**src/rtl/softmax_pipe_ctrl.sv**
```systemverilog
// ---------------------------------------------------------------------------
// softmax_pipe_ctrl
//
// Sequencer for the pipelined softmax datapath. It walks the input buffer
// three times: running-max pass, exp-and-accumulate pass, and
// normalize-and-write pass. During each pass it issues buffer reads, gates the
// datapath stage registers, and tracks stage occupancy with a valid shift
// register. Output backpressure (out_ready_i low) stalls the normalize pass
// only.
//
// Ports:
//   clk          clock, all state on the rising edge
//   rst          asynchronous active-high reset
//   start_i      begin a run (honoured only in IDLE)
//   len_i        vector length, sampled when start is honoured (0 allowed)
//   out_ready_i  downstream can take a result (normalize pass only)
//   busy_o       run in progress (includes the DONE cycle)
//   done_o       one-cycle completion pulse
//   phase_o      0 idle/done, 1 max, 2 sum, 3 normalize
//   rd_en_o      input buffer read strobe
//   rd_addr_o    input buffer read address
//   stage_en_o   per-stage enables of the datapath stage registers
//   max_clr_o    clear the running-max register
//   max_en_o     update running max with the last-stage value
//   acc_clr_o    clear the exp-sum accumulator
//   acc_en_o     accumulate the last-stage value
//   wr_en_o      normalized result valid / write strobe
//   wr_addr_o    output write address
// ---------------------------------------------------------------------------
module softmax_pipe_ctrl #(
    parameter int ADDR_W     = 10,
    parameter int PIPE_DEPTH = 4
) (
    input  logic                  clk,
    input  logic                  rst,
    input  logic                  start_i,
    input  logic [ADDR_W:0]       len_i,
    input  logic                  out_ready_i,
    output logic                  busy_o,
    output logic                  done_o,
    output logic [1:0]            phase_o,
    output logic                  rd_en_o,
    output logic [ADDR_W-1:0]     rd_addr_o,
    output logic [PIPE_DEPTH-1:0] stage_en_o,
    output logic                  max_clr_o,
    output logic                  max_en_o,
    output logic                  acc_clr_o,
    output logic                  acc_en_o,
    output logic                  wr_en_o,
    output logic [ADDR_W-1:0]     wr_addr_o
);

    typedef enum logic [2:0] {
        S_IDLE,
        S_MAX_ISSUE,
        S_MAX_DRAIN,
        S_SUM_ISSUE,
        S_SUM_DRAIN,
        S_NORM_ISSUE,
        S_NORM_DRAIN,
        S_DONE
    } state_t;

    localparam logic [ADDR_W:0]   LEN_ONE  = (ADDR_W+1)'(1);
    localparam logic [ADDR_W-1:0] ADDR_ONE = ADDR_W'(1);

    state_t                  state_q, state_d;
    logic [ADDR_W:0]         len_q, len_d;
    logic [ADDR_W-1:0]       rd_addr_q, rd_addr_d;
    logic [ADDR_W-1:0]       wr_addr_q, wr_addr_d;
    logic [PIPE_DEPTH-1:0]   v_q, v_d;

    logic [1:0]              phase;
    logic                    issuing;
    logic                    stall;
    logic                    rd_en;
    logic                    last_issue;
    logic [ADDR_W:0]         len_last;
    logic [PIPE_DEPTH-1:0]   v_shift;
    logic                    pipe_empty_next;
    logic                    last_valid;
    logic                    max_clr;
    logic                    acc_clr;
    logic                    wr_en;

    // ------------------------------------------------------------------
    // State decode
    // ------------------------------------------------------------------
    always_comb begin
        phase = 2'd0;
        case (state_q)
            S_MAX_ISSUE, S_MAX_DRAIN:   phase = 2'd1;
            S_SUM_ISSUE, S_SUM_DRAIN:   phase = 2'd2;
            S_NORM_ISSUE, S_NORM_DRAIN: phase = 2'd3;
            default:                    phase = 2'd0;
        endcase
    end

    assign issuing = (state_q == S_MAX_ISSUE) || (state_q == S_SUM_ISSUE) ||
                     (state_q == S_NORM_ISSUE);

    // Backpressure is combinational on the current out_ready so a result is
    // never presented on a cycle the consumer cannot take it.
    assign stall = (phase == 2'd3) && !out_ready_i;

    assign rd_en      = issuing && !stall;
    assign len_last   = len_q - LEN_ONE;
    // Compare on ADDR_W+1 bits so len = 2^ADDR_W ends at all-ones.
    assign last_issue = rd_en && ({1'b0, rd_addr_q} == len_last);

    // ------------------------------------------------------------------
    // Valid pipe and stage enables
    // ------------------------------------------------------------------
    assign v_shift[0]    = issuing;
    assign stage_en_o[0] = issuing && !stall;

    generate
        for (genvar gi = 1; gi < PIPE_DEPTH; gi++) begin : g_stage
            assign v_shift[gi]    = v_q[gi-1];
            assign stage_en_o[gi] = v_q[gi-1] && !stall;
        end
    endgenerate

    assign v_d             = stall ? v_q : v_shift;
    assign pipe_empty_next = (v_d == '0);
    assign last_valid      = v_q[PIPE_DEPTH-1];

    assign wr_en = last_valid && (phase == 2'd3) && !stall;

    // ------------------------------------------------------------------
    // Next-state logic
    // ------------------------------------------------------------------
    always_comb begin
        state_d   = state_q;
        len_d     = len_q;
        rd_addr_d = rd_addr_q;
        wr_addr_d = wr_addr_q;
        max_clr   = 1'b0;
        acc_clr   = 1'b0;

        // Address returns to 0 after the final issue, ready for the next pass.
        if (rd_en) begin
            rd_addr_d = last_issue ? '0 : rd_addr_q + ADDR_ONE;
        end
        if (wr_en) begin
            wr_addr_d = wr_addr_q + ADDR_ONE;
        end

        case (state_q)
            S_IDLE: begin
                // Gate with rst so the pulse cannot appear while held in reset.
                if (start_i && !rst) begin
                    if (len_i != '0) begin
                        len_d   = len_i;
                        max_clr = 1'b1;
                        state_d = S_MAX_ISSUE;
                    end else begin
                        state_d = S_DONE;
                    end
                end
            end
            S_MAX_ISSUE: begin
                if (last_issue) state_d = S_MAX_DRAIN;
            end
            S_MAX_DRAIN: begin
                if (pipe_empty_next) begin
                    acc_clr = 1'b1;
                    state_d = S_SUM_ISSUE;
                end
            end
            S_SUM_ISSUE: begin
                if (last_issue) state_d = S_SUM_DRAIN;
            end
            S_SUM_DRAIN: begin
                if (pipe_empty_next) begin
                    wr_addr_d = '0;
                    state_d   = S_NORM_ISSUE;
                end
            end
            S_NORM_ISSUE: begin
                if (last_issue) state_d = S_NORM_DRAIN;
            end
            S_NORM_DRAIN: begin
                if (pipe_empty_next) state_d = S_DONE;
            end
            S_DONE: begin
                wr_addr_d = '0;
                state_d   = S_IDLE;
            end
            default: state_d = S_IDLE;
        endcase
    end

    // ------------------------------------------------------------------
    // State registers
    // ------------------------------------------------------------------
    always_ff @(posedge clk or posedge rst) begin
        if (rst) begin
            state_q   <= S_IDLE;
            len_q     <= '0;
            rd_addr_q <= '0;
            wr_addr_q <= '0;
            v_q       <= '0;
        end else begin
            state_q   <= state_d;
            len_q     <= len_d;
            rd_addr_q <= rd_addr_d;
            wr_addr_q <= wr_addr_d;
            v_q       <= v_d;
        end
    end

    // ------------------------------------------------------------------
    // Outputs
    // ------------------------------------------------------------------
    assign busy_o    = (state_q != S_IDLE);
    assign done_o    = (state_q == S_DONE);
    assign phase_o   = phase;
    assign rd_en_o   = rd_en;
    assign rd_addr_o = rd_addr_q;
    assign max_clr_o = max_clr;
    assign max_en_o  = last_valid && (phase == 2'd1);
    assign acc_clr_o = acc_clr;
    assign acc_en_o  = last_valid && (phase == 2'd2);
    assign wr_en_o   = wr_en;
    assign wr_addr_o = wr_addr_q;

endmodule

```
**config.mk**
```make
export PLATFORM = sky130hd
export DESIGN_NAME = softmax_pipe_ctrl
export DESIGN_NICKNAME = d
export VERILOG_FILES = /design/src/rtl/softmax_pipe_ctrl.sv
export SDC_FILE = /design/constraint.sdc
export NUM_CORES = 1
export LEC_CHECK = 0
export CELL_PAD_IN_SITES_DETAIL_PLACEMENT = 0
export CELL_PAD_IN_SITES_GLOBAL_PLACEMENT = 1
export CORE_AREA = 2 2 91 93
export CTS_CLUSTER_SIZE = 24
export DETAILED_ROUTE_END_ITERATION = 12
export DIE_AREA = 0 0 93 95
export GPL_TIMING_DRIVEN = 0
export PLACE_DENSITY_LB_ADDON = 0.1
export SKIP_LAST_GASP = 1
export SYNTH_ARGS = -nofsm -noshare
export SYNTH_HDL_FRONTEND = slang
export SYNTH_SLANG_ARGS = --single-unit
```
**constraint.sdc**
```tcl
create_clock -name clk -period 2.35 [get_ports clk]
set_input_delay 0.235 -clock clk [delete_from_list [all_inputs] [get_ports clk]]
set_output_delay 0.235 -clock clk [all_outputs]
set_load 0.01 [all_outputs]
```
==> results.yml <==
finish:
  antennaDiodeCount: 0
  syn_to_final_growth_pct: 41.6
  final_common_cell: "clkdlybuf4s50_1"
  fillers: 816
  layout_common_cells: "clkdlybuf4s50_1, dfrtp_1, nand2_1"
  nNetsFinal: 331
  utilization_pct: 41.1
  drive_gt1_share_pct: 21.7
clocking:
  cts_buffers: 5
  cts_buffer_depth: 2
  clk_latency_ps: 300
  clk_pin_slew_ps: 90
  cts_tree: "done"
  cts.sinks: 38
  cts_root_buf: "clkbuf_8"
  h-tree-depth: 2
logic_synthesis:
  ys_seq_area_share_pct: 41.3
  netlist_instances: 250
  synth_flop_cell: "dfrtp_1"
  synth_area_um2: 2300
  syn_avg_cell_area_um2: 9.21
  synthArstFlopShare_pct: 100
  ys_ff_latch: 38
  yosys_warnings: 0
  syn-num-nets: 268
  synth_edf_count: 0
  synthDistinctLibCells: 49
sta:
  tns_ps: -1250
  relSlewSlack_pct: 36.5
  rsz0062_at_grt: "true"
  drv_slew: 0
  finalClockSkew_ps: 8.73
  worst_pin_slew_ps: 947
  setup_slack_ps: -146
  max_freq_ghz: 0.401
  finalSetupViolCount: 14
  final_hold_viol_count: 0
  timing.final.crit_share_pct: 106
  finalHoldWorstSlack_ps: 336
  fin_crit_ps: 2500
placed_design:
  hpwl_um: 4120
  numPortBuffers: 48
  place.gp.congestion: 0.778
hold_path:
  hold_class: "primary input to async pin"
global_routing:
  grt.overflow.total: 0
  grt_pass1_vias: 1968
  antenna_found_initial: 0
  grt_pass1_wl_um: 10000
  grt_usage_pct: 14.5
  grt_max_degree: 20
critical_path:
  crit_slowest_cell: "or4_4"
  start_kind: "flip-flop"
  cp_num_cells: 7
  cp-end-kind: "flip-flop"
  required_ps: 2540
  crit_type: "flip-flop to flip-flop"
  critical_path_buf_inv_count: 1
  critPathArrivalTime_ps: 2690
  r2r_start: "len_q[0]"
  critPathLaunch: "len_q[0]"
  worst-path-max-fanout: 5
  cp_top_family: "simple AND/OR/NAND/NOR gates"
  rr_worst_depth: 7
  worstPathCellList: "inv_2 -> ha_4 -> or4b_4 -> o311ai_4 -> o211ai_1 -> or4_4 -> a31o_1"
  crit_path_max_incr_delay_ps: 590
run:
  maxCapViolCount: 0
power:
  p_leak_uw: 0.00130
  ir_worst_vdd_mv: 0.594
  powerDensity_nw_per_um2: 1250
  power.total_uw: 4090
drt:
  detail-route-antenna-nets: 0
  vias_per_cell: 4.86
  drt_pass1_iterations: 4
  vias: 2036
  totalWireLength_um: 6160
  drt-wirelength-per-cell_um: 14.7
  post-route-drc-count: 0
  drtIter0Drc: 92
outcome:
  outcome: "finished with violations"
  failed_checks: "setup timing"
floorplan:
  die-area_um2: 8840
  fp.dieW_um: 93
  die-height_um: 95
  core_um2: 7930
  core.rowCount: 33
  io_pins: 49
  initial_core_util_pct: 29.0
-- final cells by class --
| class | count | area (um2) | share of cell area [%] |
|---|---|---|---|
| plain buffers | 9 | 58.8 | 1.80 |
| clock buffers | 5 | 68.8 | 2.11 |
| clock inverters | 3 | 68.8 | 2.11 |
| inverters | 7 | 30.0 | 0.921 |
| multi-input cells | 193 | 1390 | 42.6 |
| flip-flops and latches | 38 | 953 | 29.2 |
| well taps | 105 | 131 | 4.03 |
| repair buffers | 57 | 552 | 16.9 |
| repair inverters | 2 | 10.0 | 0.307 |
-- report_power, final --
part / switching, uW / total [uW] / internal (uW)
Sequential: 288 / 1160 / 873
Combinational: 1080 / 2240 / 1150
Clock: 263 / 689 / 426
-- repair_timing --
item / in CTS / in global routing
buffers inserted: 8 / 1
pin swaps: 8 / 6
endpoints found under the hold margin: 0 / 0
hold buffers: 0 / 0
gates resized for setup: 19 / 22
endpoints found under the setup margin: 34 / 24
cloned: 3 / 0
-- cell families after synthesis --
logic type                 synth area share [%]
xor gates and xnor gates                   9.84
AOI/OAI and AO/OA                          11.6
and+or+nand+nor                            25.7
muxes                                      6.30
adders and majority gates                  1.63
buffers and inverters                      3.59
DFF                                        41.3
-- flip-flops by register name, indices dropped and copies added (netlist names) --
register	count
len_q	11
rd_addr_o	10
wr_addr_o	10
v_q	4
state_q	3
-- layer usage --
metal	GRT usage, %	wire length, um	vias to the layer above
met5	0	0	-
met4	5.39	110	0
met3	2.00	203	8
li1	-	-	1015
met1	20.0	2990	966
met2	23.3	2860	47
-- cells in the mapped netlist, drive strengths merged, types with 4 or more instances --
library cell	count	share of area, %
nand4	6	1.6
or3	6	1.6
nor4	5	1.6
o21ai	9	2.0
mux2	12	5.9
nand2b	9	2.4
a31o	5	1.9
nor2	29	4.7
xnor2	12	4.6
nand3	6	1.3
inv	7	1.1
and2	4	1.1
nor3	6	1.3
xor2	13	5.3
a21oi	7	1.5
nand2	25	4.1
clkbuf	7	1.2
dfrtp	38	41
and3	5	1.4
buf	5	1.2
-- per-stage QoR --
step | instance area [um2] | cells | setup WS, ps
after global placement | 2930 | 403 | -1240
after CTS | 3190 | 420 | -178
after global routing | 3260 | 419 | -220
final | 3260 | 419 | -146
after detailed placement | 2930 | 403 | -1210
after floorplan | 2320 | 250 | -24.4
-- path summary, 6_finish.rpt --
check / to / slack (ps)
worst max register to register: state_q[0] / -150
worst max-delay path: state_q[0] / -150
min in group clk: v_q[1] / 540
worst min-delay path: wr_addr_o[1] / 340
worst min register to register: v_q[1] / 540
max in group asynchronous: len_q[0] / 1210
No activity file was read; power rests on OpenSTA's default activity.
